[src/rtl/nonl_phimap_seq_pkg.sv]
// Shared types and elaboration-time helpers for the trigonometric phi expansion.
package nonl_phimap_seq_pkg;

  typedef enum logic [1:0] {
    IDLE = 2'd0,
    RUN  = 2'd1,
    DONE = 2'd2
  } state_t;

  // Number of harmonics carried by an odd expansion length.
  function automatic int calc_p(input int q_ord);
    return (q_ord - 1) / 2;
  endfunction

  // Quarter-wave step count for a given ROM index width.
  function automatic int calc_qw(input int lut_width);
    return 1 << (lut_width - 1);
  endfunction

  // One ROM word: round(sin(pi*i/(2*qw)) * 2^(width-2)).
  // The Taylor series converges to double precision over [0, pi/2].
  function automatic int rom_entry(input int i, input int qw, input int width);
    real x;
    real term;
    real sum;
    real scale;
    x = 3.14159265358979323846 * $itor(i) / $itor(2 * qw);
    term = x;
    sum = x;
    for (int n = 1; n <= 12; n++) begin
      term = -term * x * x / $itor((2 * n) * (2 * n + 1));
      sum = sum + term;
    end
    scale = 1.0;
    for (int b = 0; b < width - 2; b++) begin
      scale = scale * 2.0;
    end
    return $rtoi(sum * scale + 0.5);
  endfunction

endpackage

[src/rtl/nonl_phimap_seq_rom.sv]
// Quarter-wave sine ROM with two combinational read ports (sin and cos lookups).
module nonl_phimap_seq_rom
  import nonl_phimap_seq_pkg::*;
#(
  parameter int WIDTH     = 16,
  parameter int LUT_WIDTH = 7
) (
  input  logic [LUT_WIDTH-1:0] sin_idx,
  input  logic [LUT_WIDTH-1:0] cos_idx,
  output logic [WIDTH-1:0]     sin_val,
  output logic [WIDTH-1:0]     cos_val
);

  localparam int QW = calc_qw(LUT_WIDTH);

  logic [WIDTH-1:0] rom_words [QW+1];

  // Table contents are fixed at elaboration from the parameters.
  for (genvar gi = 0; gi <= QW; gi++) begin : g_word
    localparam int ENTRY = rom_entry(gi, QW, WIDTH);
    assign rom_words[gi] = WIDTH'(ENTRY);
  end

  // Indices never exceed QW because the angle map folds the upper quadrants.
  assign sin_val = rom_words[sin_idx];
  assign cos_val = rom_words[cos_idx];

endmodule

[src/rtl/nonl_phimap_seq.sv]
// Sequential trig functional-link expansion: one sin/cos harmonic pair per cycle.
module nonl_phimap_seq
  import nonl_phimap_seq_pkg::*;
#(
  parameter int Q_ORD     = 9,
  parameter int WIDTH     = 16,
  parameter int QP        = 12,
  parameter int LUT_WIDTH = 7
) (
  input  logic                    clk,
  input  logic                    reset,
  input  logic signed [WIDTH-1:0] x_in,
  input  logic                    in_valid,
  output logic                    in_ready,
  output logic [Q_ORD*WIDTH-1:0]  nonl_x_out_packed,
  output logic                    out_valid,
  input  logic                    out_ready
);

  localparam int P       = calc_p(Q_ORD);
  localparam int QW      = calc_qw(LUT_WIDTH);
  localparam int ANGLE_W = LUT_WIDTH + 1;
  localparam int KW      = $clog2(P + 1);
  localparam int SHIFT   = QP - LUT_WIDTH;
  localparam logic [WIDTH-1:0] RND = WIDTH'(2 ** (SHIFT - 1));

  state_t               state_reg;
  state_t               state_next;
  logic [KW-1:0]        k_reg;
  logic [ANGLE_W-1:0]   acc_reg;
  logic [ANGLE_W-1:0]   xt_reg;
  logic [ANGLE_W-1:0]   xt_in;
  logic signed [WIDTH-1:0] x_round;
  logic                 capture;
  logic                 last;
  logic [LUT_WIDTH-1:0] rom_idx [2];
  logic [WIDTH-1:0]     rom_val [2];
  logic [WIDTH-1:0]     phi_val [2];
  logic [WIDTH-1:0]     slot0_reg;

  // Round x to the angle grid; only the low angle bits matter, so wrap is harmless.
  assign x_round = x_in + RND;
  assign xt_in   = ANGLE_W'(x_round >>> SHIFT);

  assign capture   = in_valid & in_ready;
  assign last      = (k_reg == KW'(P));
  assign out_valid = (state_reg == DONE);

  // State register.
  always_ff @(posedge clk or negedge reset) begin
    if (!reset) state_reg <= IDLE;
    else        state_reg <= state_next;
  end

  // Next state and input-side ready; DONE can hand straight over to a new sample.
  always_comb begin
    state_next = state_reg;
    in_ready   = 1'b0;
    case (state_reg)
      IDLE: begin
        in_ready = 1'b1;
        if (in_valid) state_next = RUN;
      end
      RUN: begin
        if (last) state_next = DONE;
      end
      DONE: begin
        in_ready = out_ready;
        if (out_ready) state_next = in_valid ? RUN : IDLE;
      end
      default: state_next = IDLE;
    endcase
  end

  // Harmonic counter and phase accumulator: k*xt built by repeated addition.
  always_ff @(posedge clk or negedge reset) begin
    if (!reset) begin
      k_reg   <= '0;
      acc_reg <= '0;
      xt_reg  <= '0;
    end else if (capture) begin
      k_reg   <= KW'(1);
      acc_reg <= xt_in;
      xt_reg  <= xt_in;
    end else if (state_reg == RUN) begin
      acc_reg <= acc_reg + xt_reg;
      k_reg   <= last ? '0 : k_reg + KW'(1);
    end
  end

  // Port 0 maps the sine angle, port 1 the same angle advanced by a quarter turn.
  for (genvar gi = 0; gi < 2; gi++) begin : g_port
    logic [ANGLE_W-1:0]   angle;
    logic [LUT_WIDTH-1:0] r_ext;
    assign angle        = acc_reg + ANGLE_W'(gi * QW);
    assign r_ext        = {1'b0, angle[LUT_WIDTH-2:0]};
    assign rom_idx[gi]  = angle[LUT_WIDTH-1] ? LUT_WIDTH'(QW) - r_ext : r_ext;
    assign phi_val[gi]  = angle[ANGLE_W-1] ? -rom_val[gi] : rom_val[gi];
  end

  nonl_phimap_seq_rom #(
    .WIDTH     (WIDTH),
    .LUT_WIDTH (LUT_WIDTH)
  ) u_rom (
    .sin_idx (rom_idx[0]),
    .cos_idx (rom_idx[1]),
    .sin_val (rom_val[0]),
    .cos_val (rom_val[1])
  );

  // Slot 0 carries the raw sample, refreshed only when a new sample is accepted.
  always_ff @(posedge clk or negedge reset) begin
    if (!reset)       slot0_reg <= '0;
    else if (capture) slot0_reg <= x_in;
  end

  assign nonl_x_out_packed[WIDTH-1:0] = slot0_reg;

  // Odd slots hold sin_k, even slots cos_k; each is written only on its own RUN cycle.
  for (genvar gi = 1; gi < Q_ORD; gi++) begin : g_slot
    localparam int KS  = (gi + 1) / 2;
    localparam int SEL = 1 - (gi % 2);
    logic [WIDTH-1:0] slot_reg;

    // Capture this harmonic when the counter reaches it.
    always_ff @(posedge clk or negedge reset) begin
      if (!reset)                                     slot_reg <= '0;
      else if (state_reg == RUN && k_reg == KW'(KS)) slot_reg <= phi_val[SEL];
    end

    assign nonl_x_out_packed[gi*WIDTH +: WIDTH] = slot_reg;
  end

endmodule
[config.mk]
export PLATFORM = sky130hd
export DESIGN_NAME = nonl_phimap_seq
export DESIGN_NICKNAME = d
export VERILOG_FILES = /design/src/rtl/nonl_phimap_seq_pkg.sv /design/src/rtl/nonl_phimap_seq_rom.sv /design/src/rtl/nonl_phimap_seq.sv
export SDC_FILE = /design/constraint.sdc
export NUM_CORES = 1
export LEC_CHECK = 0
export CAP_MARGIN = 20
export CELL_PAD_IN_SITES_DETAIL_PLACEMENT = 0
export CELL_PAD_IN_SITES_GLOBAL_PLACEMENT = 1
export CORE_UTILIZATION = 40
export DETAILED_ROUTE_END_ITERATION = 8
export GPL_TIMING_DRIVEN = 0
export PLACE_DENSITY_LB_ADDON = 0.25
export SYNTH_ARGS = -nofsm -noshare
export SYNTH_HDL_FRONTEND = slang
export SYNTH_SLANG_ARGS = --single-unit
export TNS_END_PERCENT = 30
[constraint.sdc]
create_clock -name clk -period 14.15 [get_ports clk]
set_clock_uncertainty 0.05 [all_clocks]
set_input_delay 1.415 -clock clk [delete_from_list [all_inputs] [get_ports clk]]
set_output_delay 1.415 -clock clk [all_outputs]
set_load 0.02 [all_outputs]
==> flow_summary.toml, run 1 <==
[sta]
slew_headroom = 0.2884
tns_ns = 0
rsz0062_at_grt = "no"
fin_ws_ns = 6.572
finalMaxSlewViolations = 0
worst_slew_pin_slew_ns = 1.067
finalSetupViolCount = 0
max_freq_mhz = 132.0
period_share = 0.5355
layout_min_cycle_time_ns = 7.578
finalHoldViolations = 0

[logic_synthesis]
synth_xor_area_frac = 0.03663
ys_seq_area_frac = 0.3545
synth_nets = 1475
synth_area_mm2 = 0.01165
synthMuxAreaShare = 0.01310
synth_compound_area_frac = 0.2758
yosys.area_share.simple = 0.2141
syn_avg_cell_area_um2 = 8.226
yosysWarnings = 0
synth_cells = 1416
synth_top_family_by_area = "compound AO/OA/AOI/OAI gates"
yosysUniqueCellTypes = 101
synth-edff-count = 0
ys_async_sr_fraction = 1.000
synth_fa_ha_area_frac = 0.04253
synth-seq-cells = 165
yosys_most_used_dff = "dfrtp_1"

[floorplanning]
coreArea_mm2 = 0.02870
start_util = 0.4058
die_area_mm2 = 0.02981
die_x_um = 172.7
die_h_um = 172.7
ioPinCount = 166
rows = 62

[final_layout]
diodes = 0
area_delta_synth_final_pct = 24.25
nFillCells = 2801
largest_register_ffs = 128
final_core_util = 0.5043
fin_nets = 1663
drive_gt1_frac = 0.08596

[routing]
ant_nets = 0
first_pass_iters = 6
dr.first_iter.drc_count = 1270
wl_per_cell_um = 22.03
drt-total-wl_mm = 44.08
detailroute.via_count = 12086
via_per_inst = 6.040
drc = 0

[worst_setup_path]
cp_max_fo = 13
timing.rr.start = "acc_reg[0]"
r2r_slack_ns = 6.57
startpoint_type = "flip-flop"
rr_endpoint = "g_slot[2].slot_reg[14]"
worst-setup-path-type = "flip-flop to flip-flop"
worst_setup_path_end_kind = "flip-flop"
arrival_ns = 7.85
cp_data_required_time_ns = 14.42
r2r_cells = 20

[clock_tree]
cts_inserted_buffers = 17
hold_buffers = 0
root_buffer = "clkbuf_16"
post_cts_buffers = 0
clockBufferDepth = 2
clkSlewWorstSetupHoldPaths_ns = 0.08
cts_sinks = 165
clk_latency_ns = 0.45
htreeDepth = 4
cts_tree = "built"
ctsResizeCount = 0

[placed_design]
gp_congestion = 0.9717
port_buffers = 165
place_ws_ns = 6.754
hpwlAfterDp_mm = 33.06

[global_routing]
overflow = 0
grt_pass1_vias = 11666
grt_max_degree = 114
antenna_found_initial = 0
grt_usage = 0.2953
grt_pass1_wl_mm = 69.11

[outcome]
outcome = "finished clean"

[worst_hold_path]
holdPathEnd = "g_slot[4].slot_reg[5]"
worstHoldStart = "g_slot[4].slot_reg[5]"
hp-class = "flip-flop to flip-flop"
whs_path_depth = 2

[run]
drv_cap = 0
[cells in the final DEF, fill, tap and decap left out, types with 7 or more instances in the layout]
cell type	instances
a211o_1	11
a211oi_1	18
a21oi_1	65
a22o_1	11
a311oi_1	7
a31oi_1	27
buf_2	39
buf_4	7
buf_6	11
clkbuf_1	67
clkbuf_16	17
clkdlybuf4s50_1	164
dfrtp_1	165
ha_1	38
inv_1	30
mux2i_1	13
nand2_1	250
nand2b_1	18
nand3_1	44
nand4_1	8
nor2_1	69
nor2b_1	24
nor3_1	34
o211ai_1	20
o21a_1	11
o21ai_0	156
o21ai_1	31
o221ai_1	7
o31ai_1	9
or3_1	11
xnor2_1	27
xor2_1	18
[synthesized netlist by cell type (5+ instances only)]
library cell,count,area share
and3_1,5,0.0027
inv_1,30,0.0097
nand3b_1,6,0.0039
a22oi_1,5,0.0032
buf_6,11,0.011
buf_4,6,0.0039
nor3_1,34,0.015
o21ai_0,156,0.067
a22o_1,11,0.0083
clkbuf_1,67,0.022
nand3_1,44,0.019
nand4_1,8,0.0043
o22ai_1,5,0.0027
ha_1,38,0.041
a311o_1,5,0.0043
or2_2,6,0.0032
nand2b_1,18,0.0097
o31ai_1,9,0.0058
a311oi_1,7,0.0053
and2_1,5,0.0027
o2111ai_1,6,0.0045
o21a_1,11,0.0071
a31oi_1,27,0.015
nand2_1,250,0.081
a211o_1,11,0.0083
o211ai_1,20,0.013
nor4_1,7,0.0038
nor2b_1,24,0.013
o21ai_1,31,0.013
a21oi_1,65,0.028
nor2_1,69,0.022
a211oi_1,18,0.012
xor2_1,18,0.014
dfrtp_1,165,0.35
or3_1,11,0.0059
mux2i_1,13,0.011
buf_2,38,0.016
xnor2_1,27,0.020
o221ai_1,7,0.0053
a21o_1,6,0.0039
[metrics by stage]
step / std cells / hold slack, ns / area, µm²
4_1_cts: 2001 / 0.4393 / 14470
3_5_place_dp: 1969 / 0.4134 / 13840
6_report: 2001 / 0.4307 / 14470
5_1_grt: 2001 / 0.4498 / 14470
3_3_place_gp: 1965 / 0.4094 / 13780
2_1_floorplan: 1416 / 0.3999 / 11650
[cell type report]
cell class / instances / area [µm²] / area share
sequential: 165 / 4129 / 0.2853
tap: 384 / 480.5 / 0.03319
buffer: 126 / 625.6 / 0.04322
inverter: 30 / 112.6 / 0.007780
clock inverter: 15 / 212.7 / 0.01470
timing repair buffer: 169 / 1700 / 0.1175
clock buffer: 17 / 425.4 / 0.02939
multi-input combinational: 1095 / 6788 / 0.4690
[cell families (layout without fill, tap and decap cells)]
kind of cell | Yosys count | in the layout
DFF | 165 | 165
and+or+nand+nor | 519 | 519
buffers and inverters | 156 | 357
adders and majority gates | 39 | 39
muxes | 15 | 15
AOI/OAI and AO/OA | 475 | 475
xor gates and xnor gates | 47 | 47
[how the worst max path moves through the flow]
| stage | startpoint | slack (ns) | cells after the start | endpoint |
|---|---|---|---|---|
| 2_1_floorplan | acc_reg[0] | 9.02 | 21 | g_slot[2].slot_reg[14] |
| 3_3_place_gp | reset | 4.77 | 1 | acc_reg[3] |
| 3_5_place_dp | acc_reg[0] | 6.75 | 20 | g_slot[4].slot_reg[14] |
| 4_1_cts | acc_reg[0] | 6.70 | 20 | g_slot[2].slot_reg[14] |
| 5_1_grt | acc_reg[0] | 6.16 | 20 | g_slot[4].slot_reg[14] |
| 6_report | acc_reg[0] | 6.57 | 20 | g_slot[2].slot_reg[14] |
[per-layer routing]
layer  global-route usage  up-vias  part of all wire
li1                     -     5504                 -
met1               0.4035     5847              0.43
met2               0.4753      641              0.46
met3              0.05145       94             0.081
met4              0.09366        0             0.025
met5                    0        -                 0
[critical path: stages, from the launching register on]
cell	delay, ns
dfrtp_1	0.71
buf_2	0.34
clkbuf_1	0.37
inv_1	0.42
ha_1	0.55
nor2b_1	0.20
a21oi_1	0.83
inv_1	0.52
ha_1	0.39
clkbuf_1	0.30
o221ai_1	0.27
nor3b_1	0.21
or3_1	0.13
clkbuf_1	0.43
ha_1	0.29
o41ai_2	0.12
nor3b_2	0.24
nand4_1	0.19
or3b_1	0.40
a31oi_2	0.35
o21ai_1	0.12
Power of run 1 is not shown: default switching activity piles up to over one toggle a cycle in this logic, so the estimate is an artifact.
==> run 2, diff against run 1 <==
Settings changed: CORE_UTILIZATION 40 to 38.
Clock period 14.15 ns to 6.41 ns, I/O delays scaled along.
==> flow_summary.toml, run 2 (same netlist as run 1, synthesis figures left out) <==
[final_layout]
mostFrequentLayoutCells = "nand2_1 (250), dfrtp_1 (164), clkdlybuf4s50_1 (164), o21ai_0 (156), nor2_1 (69)"
nFillCells = 2976
fin_nets = 1660
layout_commonest_cell = "nand2_1"
area_delta_synth_final_pct = 24.29
design_area_mm2 = 0.01448
largest_register_ffs = 128
drive_gt1_frac = 0.08860
diodes = 0
final_core_util = 0.4846

[sta]
whs_ns = 0.08052
max_freq_mhz = 165.6
finalSetupViolCount = 0
slew_headroom = 0.2709
tns_ns = 0
finalHoldViolations = 0
rsz0062_at_grt = "no"
period_share = 0.9423
finalMaxSlewViolations = 0
worst_slew_pin_slew_ns = 1.087
layout_min_cycle_time_ns = 6.040

[routing]
drc = 0
first_pass_iters = 6
dr_wl_met2_mm = 19.97
via_per_inst = 6.014
detailroute.via_count = 12052
dr.first_iter.drc_count = 1257
ant_nets = 0
drt-met1-wl_mm = 19.17
drt-total-wl_mm = 44.32
top_layer_used = "met4"
wl_met3_mm = 3.997
wl_per_cell_um = 22.11

[clock_tree]
cts_sinks = 165
htreeDepth = 4
clockBufferDepth = 2
root_buffer = "clkbuf_16"
cts_tree = "built"
clkSlewWorstSetupHoldPaths_ns = 0.08
cts_inserted_buffers = 17
hold_buffers = 0
clk_latency_ns = 0.44

[worst_setup_path]
cp_max_fo = 17
r2r_slack_ns = 0.37
r2r_cells = 19
cp_slowest_cell = "dfrtp_2"
worst_setup_path_end_kind = "flip-flop"
slowest_delay_ns = 0.56
crit_path_cell_trace = "clkbuf_4 > clkinvlp_4 > ha_1 > nor2b_1 > a21oi_4 > inv_1 > ha_1 > clkbuf_1 > o221ai_1 > nor3b_1 > or3_1 > clkbuf_1 > ha_1 > o41ai_2 > nor3b_2 > nand4_1 > or3b_1 > a31oi_2 > o21ai_1"
arrival_ns = 6.31
cp_data_required_time_ns = 6.68
timing.rr.start = "acc_reg[0]"
critPathBufInv = 5
startpoint_type = "flip-flop"
critPathMostFrequentCell = "ha_1"
startpoint = "acc_reg[0]"
path_delay_family = "buffers and inverters"
rr_endpoint = "g_slot[4].slot_reg[14]"
worst-setup-path-type = "flip-flop to flip-flop"

[floorplanning]
start_util = 0.3899
die_x_um = 177.1
ioPinCount = 166
rows = 63
die_area_mm2 = 0.03136
die_h_um = 177.1
coreArea_mm2 = 0.02987

[run]
drv_cap = 0

[placed_design]
port_buffers = 165
gp_congestion = 0.9627
hpwlAfterDp_mm = 33.09
dpl_cell_area_mm2 = 0.01383

[global_routing]
overflow = 0
grt_pass1_vias = 11608
antenna_found_initial = 0
grt_usage = 0.2844
grt_max_degree = 101
grt_pass1_wl_mm = 68.85

[worst_hold_path]
hp-class = "input port to async pin"

[outcome]
outcome = "finished clean"
## run 2: changes by cell type in the layout (fill, tap and decap cells not counted), sizes merged
cell | before | now
clkinvlp | 0 | 2
buf | 64 | 62
inv | 39 | 35
clkinv | 6 | 8
clkbuf | 84 | 83
## run 2: worst max path at each step
| stage | endpoint | slack, ns | cells past startpoint |
|---|---|---|---|
| 2_1_floorplan | g_slot[2].slot_reg[14] | 1.28 | 21 |
| 3_3_place_gp | xt_reg[3] | -2.21 | 1 |
| 3_5_place_dp | g_slot[4].slot_reg[14] | -0.98 | 20 |
| 4_1_cts | g_slot[4].slot_reg[14] | 0.11 | 20 |
| 5_1_grt | g_slot[8].slot_reg[10] | 0.07 | 19 |
| 6_report | g_slot[4].slot_reg[14] | 0.37 | 19 |
## run 2: layout make-up
cell class              count  area (µm²)  area share
multi-input cells        1095        6803      0.4699
repair buffers            168        1697      0.1172
plain buffers             124       620.6     0.04287
clock buffers              17       425.4     0.02938
flip-flops and latches    165        4130      0.2853
clock inverters            15       197.7     0.01365
inverters                  30       116.4    0.008037
well taps                 390       488.0     0.03371
## run 2: layer usage
layer  vias to the layer above  global-route usage
met1                      5852              0.3961
met4                         0             0.09339
li1                       5493                   -
met3                        86             0.05692
met5                         -                   0
met2                       621              0.4380
## run 2: worst register-to-register path: cells and delay by family, from the launching register on
| family | cells | cell delay [ns] |
|---|---|---|
| buffers and inverters | 5 | 1.54 |
| and+or+nand+nor | 6 | 1.46 |
| AOI/OAI and AO/OA | 5 | 1.25 |
| adders and majority gates | 3 | 1.06 |
| DFF | 1 | 0.56 |
## run 2: per-stage QoR
stage                     instances  worst slack, ns
after floorplan                1416            1.279
after global placement         1971           -2.212
after detailed placement       1973          -0.9844
after CTS                      2005           0.1050
after global routing           2004          0.07437
final                          2004           0.3700
## run 2: timing repair
item / CTS / global route
setup buffers: 1 / 0
endpoints found under the hold margin: 0 / 0
gates resized for setup: 6 / 1
setup endpoints to repair: 100 / 53
gates cloned: 0 / 0
Power of run 2 is left out for the same reason.
==> run 3, diff against run 2 <==
--- a/config.mk
+++ b/config.mk
@@ -10,5 +10,4 @@
 export CELL_PAD_IN_SITES_GLOBAL_PLACEMENT = 1
-export CORE_UTILIZATION = 38
+export CORE_UTILIZATION = 40
 export DETAILED_ROUTE_END_ITERATION = 8
-export GPL_TIMING_DRIVEN = 0
 export PLACE_DENSITY_LB_ADDON = 0.25
==> constraint.sdc (replaced) <==
create_clock -name clk -period 6.49 [get_ports clk]
set_clock_uncertainty 0.05 [all_clocks]
set_input_delay 1.6225 -clock clk [delete_from_list [all_inputs] [get_ports clk]]
set_output_delay 1.6225 -clock clk [all_outputs]
set_load 0.02 [all_outputs]
==> flow_summary.toml, run 3 (same netlist as run 1, synthesis figures left out) <==
[worst_hold_path]
holdPathEnd = "slot0_reg[12]"
whs_path_depth = 2
worstHoldStart = "slot0_reg[12]"
hp-class = "flip-flop to flip-flop"

[routing]
dr.first_iter.drc_count = 1217
drc = 0
detailroute.via_count = 11175
drt-total-wl_mm = 37.46
first_pass_iters = 6
ant_nets = 0
via_per_inst = 5.869
wl_per_cell_um = 19.67

[run]
drv_cap = 0

[sta]
finalHoldViolations = 0
slew_headroom = 0.1926
finalMaxSlewViolations = 0
rsz0062_at_grt = "no"
finalSetupViolCount = 0
tns_ns = 0
period_share = 0.8258
layout_min_cycle_time_ns = 5.359
max_freq_mhz = 186.6
worst_slew_pin_slew_ns = 1.195

[floorplanning]
die_area_mm2 = 0.02981
rows = 62
die_x_um = 172.7
die_h_um = 172.7
coreArea_mm2 = 0.02870
ioPinCount = 166
start_util = 0.4058

[global_routing]
grt_pass1_vias = 10548
grt_max_degree = 166
antenna_found_initial = 0
overflow = 0
grt_usage = 0.2506
grt_pass1_wl_mm = 60.51

[clock_tree]
clockBufferDepth = 2
post_cts_buffers = 0
htreeDepth = 4
clk_latency_ns = 0.43
root_buffer = "clkbuf_16"
cts_tree = "built"
cts_sinks = 165
hold_buffers = 0
cts_inserted_buffers = 17
ctsResizeCount = 0
clkSlewWorstSetupHoldPaths_ns = 0.08

[worst_setup_path]
worst_setup_path_end_kind = "flip-flop"
cp_max_fo = 14
timing.rr.start = "acc_reg[6]"
r2r_cells = 15
startpoint_type = "flip-flop"
worst-setup-path-type = "flip-flop to flip-flop"
cp_data_required_time_ns = 6.73
arrival_ns = 5.60
rr_endpoint = "g_slot[5].slot_reg[10]"
r2r_slack_ns = 1.13

[final_layout]
nFillCells = 2831
largest_register_ffs = 128
fin_nets = 1566
mostFrequentLayoutCells = "nand2_1 (247), clkdlybuf4s50_1 (164), dfrtp_1 (163), o21ai_0 (156), nor2_1 (69)"
layout_commonest_cell = "nand2_1"
drive_gt1_frac = 0.07895
area_delta_synth_final_pct = 20.77
diodes = 0

[placed_design]
gp_congestion = 0.9059
hpwlAfterDp_mm = 25.85
port_buffers = 165

[outcome]
outcome = "finished clean"
-- run 3: changes by cell type in the layout (fill, tap and decap cells not counted), sizes merged --
cell / before / now
clkinvlp: 2 / 0
clkinv: 8 / 7
buf: 62 / 34
clkbuf: 83 / 17
inv: 35 / 38
-- run 3: final cells by class --
type                    count  area (µm²)  share of cell area
clock inverters            15       193.9             0.01379
well taps                 384       480.5             0.03415
inverters                  30       112.6            0.008004
clock buffers              17       425.4             0.03024
flip-flops and latches    165        4131              0.2937
repair buffers            198        1926              0.1369
multi-input cells        1095        6799              0.4833
-- run 3: worst max-delay path, stage by stage (launching register included) --
cell      delay, ns
dfrtp_2        0.52
inv_1          0.50
a21boi_1       0.41
inv_1          0.44
ha_1           0.55
inv_1          0.24
o211a_1        0.28
o31a_1         0.25
a311o_1        0.33
a21oi_1        0.16
a311o_1        0.27
ha_1           0.25
nand4b_2       0.21
o21ai_1        0.30
xor2_1         0.31
o21ai_1        0.12
-- run 3: worst max path at each step --
stage / start / to / slack, ns / cells after the start
after detailed placement: acc_reg[6] / g_slot[5].slot_reg[10] / 1.31 / 15
after floorplan: acc_reg[0] / g_slot[2].slot_reg[14] / 1.36 / 21
after global routing: acc_reg[6] / g_slot[5].slot_reg[10] / 0.91 / 15
after CTS: acc_reg[6] / g_slot[5].slot_reg[10] / 1.25 / 15
after global placement: acc_reg[6] / g_slot[5].slot_reg[10] / 1.24 / 15
final: acc_reg[6] / g_slot[5].slot_reg[10] / 1.13 / 15
-- run 3: per-layer routing --
layer | GRT usage | wire length [µm] | share of wire | vias up
met5 | 0 | 0 | 0 | -
met4 | 0.07780 | 926 | 0.025 | 0
met3 | 0.03694 | 2584 | 0.069 | 63
met2 | 0.4009 | 17220 | 0.46 | 491
met1 | 0.3494 | 16720 | 0.45 | 5306
li1 | - | - | - | 5315
-- run 3: metrics by stage --
step / hold WS, ns / cells / util / cell area, µm² / worst slack [ns]
2_1_floorplan: 0.3999 / 1416 / - / 11650 / 1.359
3_3_place_gp: 0.4062 / 1870 / 0.4676 / 13420 / 1.235
3_5_place_dp: 0.4118 / 1870 / 0.4676 / 13420 / 1.313
4_1_cts: 0.4297 / 1902 / 0.4892 / 14040 / 1.251
5_1_grt: 0.4451 / 1904 / 0.4901 / 14070 / 0.9054
6_report: 0.4250 / 1904 / 0.4901 / 14070 / 1.131
Power of run 3 is left out for the same reason.
==> variant: new RTL, flow settings as in run 1 <==
`WIDTH` is set to 16 in 2 places; all go to 20.
--- a/src/rtl/nonl_phimap_seq_rom.sv
+++ b/src/rtl/nonl_phimap_seq_rom.sv
@@ -3,5 +3,5 @@
   import nonl_phimap_seq_pkg::*;
 #(
-  parameter int WIDTH     = 16,
+  parameter int WIDTH     = 20,
   parameter int LUT_WIDTH = 7
 ) (
--- a/src/rtl/nonl_phimap_seq.sv
+++ b/src/rtl/nonl_phimap_seq.sv
@@ -4,5 +4,5 @@
 #(
   parameter int Q_ORD     = 9,
-  parameter int WIDTH     = 16,
+  parameter int WIDTH     = 20,
   parameter int QP        = 12,
   parameter int LUT_WIDTH = 7
Interface: changed (resized nonl_x_out_packed and x_in); port bits go from 166 to 206. No check against the original RTL was run, so the function may have changed too.
==> variant against run 1 <==
- area after synthesis is 18% higher
- cell count increased by 18%
- count of clock-buffer cells in the layout up 10
- setup slack improved by 81 ps
- sequential cell count increased by 36
- routed wire length is 30% higher
- cell area increased by 18%
- largest cell class unchanged
- highest routed layer is now met5
Power is not shown: default switching activity piles up to over one toggle a cycle in this logic, so the estimate is an artifact.
==> variant: results (changes against run 1) <==
Area contributors post-synth=dfrtp_1 37%, nand2_1 8.2%, o21ai_0 7.1% (was dfrtp_1 35%, nand2_1 8.1%, o21ai_0 6.7%); antenna fix cells=0 (unchanged); Vias per Instance=6.16 (was 6.04); initial antenna violation count=1 (was 0); r2r worst-path depth=21 (was 20); layout cell share with drive strength beyond 1=8.46% (was 8.60%); HP Start=slot0_reg[6] (was g_slot[4].slot_reg[5]); flip-flop count of the largest register after layout=160 (was 128); crit-path max FO=16 (was 13); asr flop ratio synth=100% (unchanged); syn avg cell area=8.29 um^2 (was 8.23 um^2); YS warnings=0 (unchanged); H-tree depth=1 (was 4); Synth Area in Adders=3.59% (was 4.25%); Num CTS Buffers=22 (was 17); area share of xor/xnor cells in the synthesized design=3.61% (was 3.66%); worst-margin pin slew=1040 ps (was 1070 ps); post-synthesis mux area share=1.86% (was 1.31%); detailed placement HPWL=43200 um (was 33100 um); routed len/inst=24.4 um (was 22.0 um); vias in the first global route=13900 (was 11700); Seq/Total Area, Yosys=36.7% (was 35.4%); number of fill cells=3232 (was 2801); Post-CTS Setup Bufs=0 (unchanged); number of port buffers=205 (was 165); reg2reg start=acc_reg[0] (unchanged); largest net degree at the start of global routing=116 (was 114); post-synthesis cell type count=105 (was 101); R2R Setup Slk=6650 ps (was 6570 ps); CTS Buffer Depth=3 (was 2); CP arrival=7810 ps (was 7850 ps); clock latency on the worst-skew pair=530 ps (was 450 ps); HP Class=register to register (unchanged); clock slew at reported path FFs=80 ps (about the same); first-pass GRT wire length=87600 um (was 69100 um); 1st-iter DRT viols=1598 (was 1270); gpl congestion=0.966 (was 0.972); DP Cell Count=2311 (was 1969); post-synthesis compound-gate area fraction=28.8% (was 27.6%); Synth Flop Type=dfrtp_1 (unchanged); WHS Endpoint=slot0_reg[6] (was g_slot[4].slot_reg[5]); CTS-repair resized insts=0 (unchanged); DRT Pass-1 Iters=5 (was 6); final wirelength=57400 um (was 44100 um); Post-synth top cells=298 x nand2_1, 201 x dfrtp_1, 194 x o21ai_0, 90 x clkbuf_1, 81 x a21oi_1 (was 250 x nand2_1, 165 x dfrtp_1, 156 x o21ai_0, 69 x nor2_1, 67 x clkbuf_1); nets@finish=1950 (was 1663); clock root cell=clkbuf_16 (unchanged); capturing point of the worst reg2reg path=g_slot[4].slot_reg[14] (was g_slot[2].slot_reg[14]); Syn Nets=1717 (was 1475); total track usage=32.3% (was 29.5%); run status=complete, no violations (unchanged); hold path cells=2 (unchanged)
[variant: kinds of logic (layout without fill, tap and decap cells)]
kind of cell             count (synthesis)  count (layout)
AO/OA/AOI/OAI                          593             593
AND/OR/NAND/NOR                        572             572
buffers and inverters                  173             422
multiplexers                            23              23
flip-flops                             201             201
adder cells (fa/ha/maj)                 39              39
XOR/XNOR                                54              54
[variant: routing by layer]
layer | up-vias | GRT usage (%) | routed length (um)
met3 | 136 | 5.65 | 5260
met4 | 2 | 9.27 | 1800
li1 | 6518 | - | -
met5 | - | 0 | 13
met1 | 7040 | 45.3 | 24500
met2 | 794 | 50.8 | 25800
[variant: worst max-delay path by stage]
stage          startpoint                      to  cells after the start
2_1_floorplan  acc_reg[0]  g_slot[2].slot_reg[14]                     21
3_3_place_gp        reset   g_slot[2].slot_reg[8]                      1
3_5_place_dp   acc_reg[0]  g_slot[4].slot_reg[14]                     21
4_1_cts        acc_reg[0]  g_slot[4].slot_reg[14]                     21
5_1_grt        acc_reg[0]  g_slot[2].slot_reg[14]                     21
6_report       acc_reg[0]  g_slot[4].slot_reg[14]                     21
[variant: worst max-delay path: stages, from the launching register on]
cell	delay, ps
dfrtp_1	800
buf_6	230
clkbuf_1	350
clkinv_1	650
ha_1	730
inv_2	180
o21ai_2	590
ha_1	260
clkbuf_1	470
inv_1	240
a21oi_1	210
a221oi_1	100
a32oi_1	240
a31oi_1	110
or3_1	420
clkbuf_1	250
ha_1	270
and3_1	140
buf_2	170
a41oi_2	230
xor2_1	480
o21ai_1	140
[variant: layout make-up]
type	count	area [um^2]	share of cell area, %
multi-input cells	1281	7900	46.2
clock inverters	13	126	0.738
flip-flops and latches	201	5030	29.4
inverters	27	101	0.592
plain buffers	146	679	3.97
clock buffers	27	611	3.57
well taps	448	561	3.28
repair buffers	209	2100	12.3
[variant: through the flow]
| step | instance area [um^2] | worst slack [ps] | hold WS, ps | util [%] |
|---|---|---|---|---|
| after floorplan | 13700 | 9170 | 400 | - |
| after global placement | 16300 | 3400 | 410 | 48.6 |
| after detailed placement | 16400 | 6830 | 412 | 48.7 |
| after CTS | 17100 | 6710 | 427 | 50.9 |
| after global routing | 17100 | 6400 | 451 | 50.9 |
| final | 17100 | 6650 | 424 | 50.9 |
